### config.mk
export PLATFORM = sky130hd
export DESIGN_NAME = vec_reverse_pipe
export DESIGN_NICKNAME = d
export VERILOG_FILES = /design/src/rtl/vec_pkg.sv /design/src/rtl/vec_reorder.sv /design/src/rtl/vec_reverse_pipe.sv
export SDC_FILE = /design/constraint.sdc
export NUM_CORES = 1
export LEC_CHECK = 0
export BUFFER_PORTS_ARGS = -buffer_cell sky130_fd_sc_hd__buf_2
export CAP_MARGIN = 20
export CORE_MARGIN = 3
export CORE_UTILIZATION = 55
export CTS_BUF_LIST = sky130_fd_sc_hd__clkbuf_8
export DETAILED_ROUTE_END_ITERATION = 8
export GPL_ROUTABILITY_DRIVEN = 0
export PLACE_DENSITY = 0.9
export SYNTH_ARGS = -nofsm -noshare
export SYNTH_HDL_FRONTEND = slang
export SYNTH_SLANG_ARGS = --single-unit
### constraint.sdc
create_clock -name clk -period 4.38 [get_ports clk]
set_clock_uncertainty 0.15 [all_clocks]
set_input_delay 1.095 -clock clk [delete_from_list [all_inputs] [get_ports clk]]
set_output_delay 1.095 -clock clk [all_outputs]
set_load 0.005 [all_outputs]
### src/rtl/vec_pkg.sv
// Shared mode encoding for the vector reorder pipeline.
// Latency: none (types and constants only). Backpressure: not applicable.
package vec_pkg;

  typedef logic [1:0] mode_t;

  localparam mode_t MODE_PASS   = 2'b00;
  localparam mode_t MODE_BITREV = 2'b01;
  localparam mode_t MODE_GRPREV = 2'b10;
  localparam mode_t MODE_INGRP  = 2'b11;

endpackage

### src/rtl/vec_reorder.sv
// Combinational WIDTH-bit reorder: pass, bit-reverse, group-order reverse, in-group bit-reverse.
// Latency: 0 cycles (pure wiring plus a 4:1 mux).
// Backpressure: none, has no handshake of its own.
module vec_reorder
  import vec_pkg::*;
#(
  parameter int WIDTH = 100,
  parameter int GROUP = 4
) (
  input  logic [WIDTH-1:0] data,
  input  mode_t            mode,
  output logic [WIDTH-1:0] reordered
);

  localparam int N = WIDTH / GROUP;

  if (WIDTH < 2 || (WIDTH % GROUP) != 0) begin : g_bad_params
    $error("vec_reorder: WIDTH must be >= 2 and a multiple of GROUP");
  end

  logic [WIDTH-1:0] bitrev;
  logic [WIDTH-1:0] grprev;
  logic [WIDTH-1:0] ingrp;

  // Bit i sits at offset k inside group g.
  for (genvar g = 0; g < N; g++) begin : g_grp
    for (genvar k = 0; k < GROUP; k++) begin : g_bit
      assign bitrev[g*GROUP+k] = data[WIDTH-1-(g*GROUP+k)];
      assign grprev[g*GROUP+k] = data[(N-1-g)*GROUP+k];
      assign ingrp[g*GROUP+k]  = data[g*GROUP+GROUP-1-k];
    end
  end

  always_comb begin
    reordered = data;
    case (mode)
      MODE_BITREV: reordered = bitrev;
      MODE_GRPREV: reordered = grprev;
      MODE_INGRP:  reordered = ingrp;
      default:     reordered = data;
    endcase
  end

endmodule

### src/rtl/vec_reverse_pipe.sv
// Registered vector reorder stage with transfer counter; out_parity exists when VEC_REVERSE_PARITY_EN is defined.
// Latency: 1 cycle, full throughput with out_ready held high.
// Backpressure: in_ready = !out_valid || out_ready; the held beat is frozen while stalled.
module vec_reverse_pipe
  import vec_pkg::*;
#(
  parameter int WIDTH = 100,
  parameter int GROUP = 4,
  parameter int CNT_W = 16
) (
  input  logic             clk,
  input  logic             rst,
  input  logic             in_valid,
  output logic             in_ready,
  input  logic [WIDTH-1:0] in_data,
  input  mode_t            in_mode,
  output logic             out_valid,
  input  logic             out_ready,
  output logic [WIDTH-1:0] out_data,
  output mode_t            out_mode,
`ifdef VEC_REVERSE_PARITY_EN
  output logic             out_parity,
`endif
  output logic [CNT_W-1:0] xfer_cnt
);

  logic [WIDTH-1:0] reordered;
  logic             accept;
  logic             out_xfer;

  vec_reorder #(
    .WIDTH (WIDTH),
    .GROUP (GROUP)
  ) u_reorder (
    .data      (in_data),
    .mode      (in_mode),
    .reordered (reordered)
  );

  assign in_ready = !out_valid || out_ready;
  assign accept   = in_valid && in_ready;
  assign out_xfer = out_valid && out_ready;

  // A new beat replacing a departing one keeps out_valid high.
  always_ff @(posedge clk) begin
    if (rst) begin
      out_valid <= 1'b0;
      out_data  <= '0;
      out_mode  <= MODE_PASS;
      xfer_cnt  <= '0;
    end else begin
      if (accept) begin
        out_valid <= 1'b1;
        out_data  <= reordered;
        out_mode  <= in_mode;
      end else if (out_xfer) begin
        out_valid <= 1'b0;
      end
      if (out_xfer) begin
        xfer_cnt <= xfer_cnt + CNT_W'(1);
      end
    end
  end

`ifdef VEC_REVERSE_PARITY_EN
  always_ff @(posedge clk) begin
    if (rst) begin
      out_parity <= 1'b0;
    end else if (accept) begin
      out_parity <= ^reordered;
    end
  end
`endif

endmodule
# ---- After elaboration in Yosys (flattened, before gate mapping)
# Cells that the tools add are included.
dict set report totals {
  register_bits 119
  inputBits 106
  output_inout_bits 120
  word_cells 16
}
dict set report classes {
  add_sub_neg 1
  eq_ne 3
  n_mux 3
  reduce_logical 5
}
# cell count
set op_table {}
lappend op_table {{100-bit one-hot mux with 3 select lines} 1}
lappend op_table {{16-bit by 1-bit adder with 16-bit output, second input constant} 1}
lappend op_table {{2-bit equality test, second input constant} 2}
lappend op_table {{2-bit by 1-bit equality test with 1-bit output, second input constant} 1}
lappend op_table {{1-bit logical AND} 2}
lappend op_table {{1-bit two-way mux} 2}
lappend op_table {{2-bit nonzero test} 1}
lappend op_table {{1-bit logical NOT} 1}
lappend op_table {{1-bit logical OR} 1}

# ---- Longest topological paths before layout
dict set report depth {
  depth_word 4
  depth_mapped 7
  ltp_nobuf 5
}

# ---- Hierarchy
# A second synthesis with hierarchy kept.
dict set report hier_totals {
  cells_unflattened 654
  area_unflattened_um2 6761.5
}
# module n_inst cells_per_inst area_each_um2
set by_module_without_submodules {}
lappend by_module_without_submodules {vec_reverse_pipe 1 532 4265.3}
lappend by_module_without_submodules {vec_reorder 1 122 2496.1}

# ---- Least setup slack after synthesis
# Ideal clock, no wire load.
dict set report synth_timing {
  path_kind {input-to-reg}
  start {input port in_mode[1]}
  end {register out_data[45]}
  setup_ns 0.132
  arrival_ns 2.277
  required_time_ns 4.098
  path_slack_ns 1.821
  path_stages 6
  path_buffers 3
  cell_sequence {buf_2 -> buf_2 -> clkbuf_1 -> mux4_2 -> nand2_1 -> a21oi_1}
}
dict set report synth_via {
  elab_chain_len 2
  elab_cells_between_ends 4
}
# item line
set synth_rtl {}
lappend synth_rtl {{start, declared} vec_reverse_pipe.sv:16} ;# input mode_t in_mode,
lappend synth_rtl {{2-bit equality test / 2-bit by 1-bit equality test with 1-bit output (equally long branches)} vec_reorder.sv:36} ;# case (mode)
lappend synth_rtl {{100-bit one-hot mux with 3 select lines *} vec_reorder.sv:36}
lappend synth_rtl {{end signal, assigned} vec_reverse_pipe.sv:54} ;# out_data <= reordered;
lappend synth_rtl {{end, declared} vec_reverse_pipe.sv:19} ;# output logic [WIDTH-1:0] out_data,
# Every way passes the cells marked *; elsewhere a longest branch is shown, timed or not.
# A chain may end at the register's enable or synchronous reset.

# ---- Final worst setup path
dict set report layout_timing {
  start {input port out_ready}
  end {output port in_ready}
}
dict set report layout_via {
  elab_chain_len 1
}
# item line
set layout_rtl {}
lappend layout_rtl {{start, declared} vec_reverse_pipe.sv:18} ;# input logic out_ready,
lappend layout_rtl {{1-bit logical OR} vec_reverse_pipe.sv:40} ;# assign in_ready = !out_valid || out_ready;
lappend layout_rtl {{end, declared} vec_reverse_pipe.sv:14} ;# output logic in_ready,
# Every way passes these cells.

==> out/metrics.cfg <==
[outcome]
status = completed

[cts]
clk_root_buffer_cell = sky130_fd_sc_hd__clkbuf_8
ctsHoldBuffers = 0
tritoncts.num_buffers = 17
path_clk_slew_ps = 60
post-cts-setup-buffers = 0
clock_latency_on_the_worst_skew_pair_ps = 430
htree_num_levels = 4
ctsLongestPathBuffers = 2
cts_tree = yes
clock_sinks = 119
cts_resized = 0

[grt]
initial_antenna_violation_count = 0
grt_use_total = 0.2523
grt_first_pass_wirelength_um = 26390
grt_overflow = 0
number_of_global_route_vias_before_repair = 5340
grt_start_max_net_pins = 107

[synthesis]
ys_warn_count = 0
synth_cell_type_count = 31
postSynthRegisterBits = 119
yosysSeqAreaShare = 0.3661
synthesis.area_mm2 = 0.006507
synth-xor-area-share = 0.01480
synth_nets = 754
synth_cells = 647
mean_cell_area_of_the_mapped_netlist_um2 = 10.06
synthTopCellsByArea = sky130_fd_sc_hd__dfxtp_1 37%, sky130_fd_sc_hd__mux4_2 33%, sky130_fd_sc_hd__nand2_1 12%
synth-adder-area-share = 0.001923
yosys-mux-area-fraction = 0.3384
synth_top_area_cell = sky130_fd_sc_hd__dfxtp_1
post-synth-top-area-fraction = 0.3661
synth-compound-area-share = 0.08864
synth_simple_gate_area_share = 0.1509
largest_family_of_logic_cells_by_synthesized_area = multiplexers

[critical_path]
crit_arrival_ps = 1610
setup_crit_end_kind = output pin
ff2ff_path_depth = 4
crit_path_max_fanout = 5
setup.worst_path.start_class = input pin
criticalPathCategory = input pin to output pin
cp.required_ps = 3130

[floorplanning]
start_util = 0.5675
core.rowCount = 39
die-width_um = 114.8
fp.dieH_um = 114.8
core_area_mm2 = 0.01147
fp.dieArea_mm2 = 0.01317
floorplan.io_pins = 226

[sta]
fmax_ghz = 0.3508
unrepaired_setup_endpoints_after_global_routing = false
timing_worst_slew_pin_value_ps = 1062
timing.final.max_slew_violations = 0
setup_viol = 0
finalCritPeriodShare = 0.6509
setup_tns_ps = 0
rel_slew_slack = 0.2922
finalWorstPathRequiredPeriod_ps = 2851
finalHoldViolCount = 0

[power_and_ir_drop]
power_switching_w = 0.0007011
power_frac_comb = 0.207
p_int_w = 0.001853
netSwitchingFraction = 0.2745
power_frac_seq = 0.465
power.density_cell_area_mw_per_mm2 = 319.1
max-vdd-ir-drop_mv = 0.2682
power.share.clock = 0.328
leakagePower_nw = 3.423

[finish]
areaGrowthSynthToFinish_pct = 23.00
final_cell_count_no_fill = 994
layout.nets = 947
fillerInstances = 813
drive_above_1_share = 0.4219
n_antenna_cell = 0

[place]
placed_cells = 963
placement.io_buffers = 225
detailed_place_hpwl_um = 11610

[detailed_routing]
routed_wl_um = 16970
post-route-drc-count = 0
drt.antenna.violating_nets = 0
routed-via-count = 5973
detail_route.first_pass.iterations = 6
detail_route.vias_per_cell = 6.009
wire_per_inst_um = 17.07
drt-initial-drc-count = 595

[run]
timing.max_cap.violations = 0

[hold_path]
hold_path_class = register to register
min_delay_path_depth = 2

-- critical path: stages --
cell	delay (ps)
sky130_fd_sc_hd__buf_2	120
sky130_fd_sc_hd__nand2b_1	220
sky130_fd_sc_hd__buf_2	170
-- path summary, 6_finish.rpt --
check                                          startpoint  slack, ps                         to
worst min register to register  out_data[32]$_SDFFE_PP0P_        300  out_data[32]$_SDFFE_PP0P_
worst max-delay path                            out_ready       1530                   in_ready
worst max register to register     out_valid$_SDFFE_PP0P_       2390  out_data[59]$_SDFFE_PP0P_
worst min-delay path            out_data[32]$_SDFFE_PP0P_        300  out_data[32]$_SDFFE_PP0P_
-- state kept, by name, indices dropped and copies added (netlist names) --
name,cells
out_mode,2
xfer_cnt,16
out_valid,1
out_data,100
-- per-stage QoR --
stage          hold slack (ps)  utilization  power (W)  cell area (µm²)  setup slack (ps)
6_report                 295.2       0.6980   0.002554             8004              1529
2_1_floorplan            298.2            -   0.001535             6507              1821
3_5_place_dp             289.7       0.6676   0.001732             7656              1416
4_1_cts                  298.6       0.6962   0.002568             7984              1535
3_3_place_gp             285.4       0.6676   0.001713             7656              1516
5_1_grt                  316.3       0.6980   0.002670             8004              1489
-- kinds of logic after synthesis --
logic type      Yosys count
fa+ha+maj                 1
compound gates          112
simple gates            243
xor+xnor                 11
buf+inv                  61
mux                     100
flops                   119
-- power by group through the flow --
| stage | sequential (W) | combinational, W | clock [W] |
|---|---|---|---|
| final | 0.00119 | 0.000528 | 0.000838 |
| after CTS | 0.00119 | 0.000526 | 0.000855 |
| after global placement | 0.00121 | 0.000504 | 0 |
| after detailed placement | 0.00121 | 0.000522 | 0 |
| after global routing | 0.00119 | 0.000579 | 0.000897 |
| after floorplan | 0.00122 | 0.000320 | 0 |
-- synthesized netlist by cell type --
master	instances
sky130_fd_sc_hd__or3_1	1
sky130_fd_sc_hd__nor3_1	3
sky130_fd_sc_hd__dfxtp_1	119
sky130_fd_sc_hd__and2_1	1
sky130_fd_sc_hd__a211oi_1	4
sky130_fd_sc_hd__buf_2	21
sky130_fd_sc_hd__or4b_2	1
sky130_fd_sc_hd__nor4_1	1
sky130_fd_sc_hd__xor2_1	6
sky130_fd_sc_hd__mux2i_1	4
sky130_fd_sc_hd__nand3_1	4
sky130_fd_sc_hd__nand2b_1	1
sky130_fd_sc_hd__mux4_2	96
sky130_fd_sc_hd__nor2_1	16
sky130_fd_sc_hd__nand2_1	205
sky130_fd_sc_hd__ha_1	1
sky130_fd_sc_hd__or4_1	1
sky130_fd_sc_hd__inv_1	4
sky130_fd_sc_hd__buf_1	7
sky130_fd_sc_hd__or3_2	1
sky130_fd_sc_hd__o31ai_1	1
sky130_fd_sc_hd__or3_4	1
sky130_fd_sc_hd__a31o_2	1
sky130_fd_sc_hd__nor3b_1	1
sky130_fd_sc_hd__a21oi_1	104
sky130_fd_sc_hd__nand4_2	1
sky130_fd_sc_hd__nand4_1	3
sky130_fd_sc_hd__clkbuf_1	29
sky130_fd_sc_hd__xnor2_1	5
sky130_fd_sc_hd__o21ai_0	2
sky130_fd_sc_hd__and4_1	2
-- final cells by class --
type	instances	area [µm²]	area share
well taps	143	178.9	0.02235
clock inverters	9	38.79	0.004846
clock buffers	21	289.0	0.03611
inverters	4	15.01	0.001876
flip-flops and latches	119	2382	0.2976
repair buffers	231	1220	0.1524
multi-input cells	467	3880	0.4848
-- per-layer routing --
metal	GRT usage	wire [µm]
met2	0.4102	8715
met1	0.3226	6288
met5	0	0
met4	0.1205	562
met3	0.05684	1400
-- cell usage in the layout (no fill, tap or decap), drive strengths merged --
master,netlist,routed
or4,1,1
xor2,6,6
or3,3,3
o31ai,1,1
inv,4,9
a21oi,104,104
nor4,1,1
nor2,16,16
clkbuf,29,21
and4,2,2
nor3,3,3
a31o,1,1
or4b,1,1
o21ai,2,2
and2,1,1
nor3b,1,1
nand2b,1,1
dfxtp,119,119
mux2i,4,4
clkinv,0,4
mux4,96,96
nand3,4,4
nand4,4,4
buf,28,231
nand2,205,205
ha,1,1
a211oi,4,4
xnor2,5,5
Power figures use the tool's default switching activity.
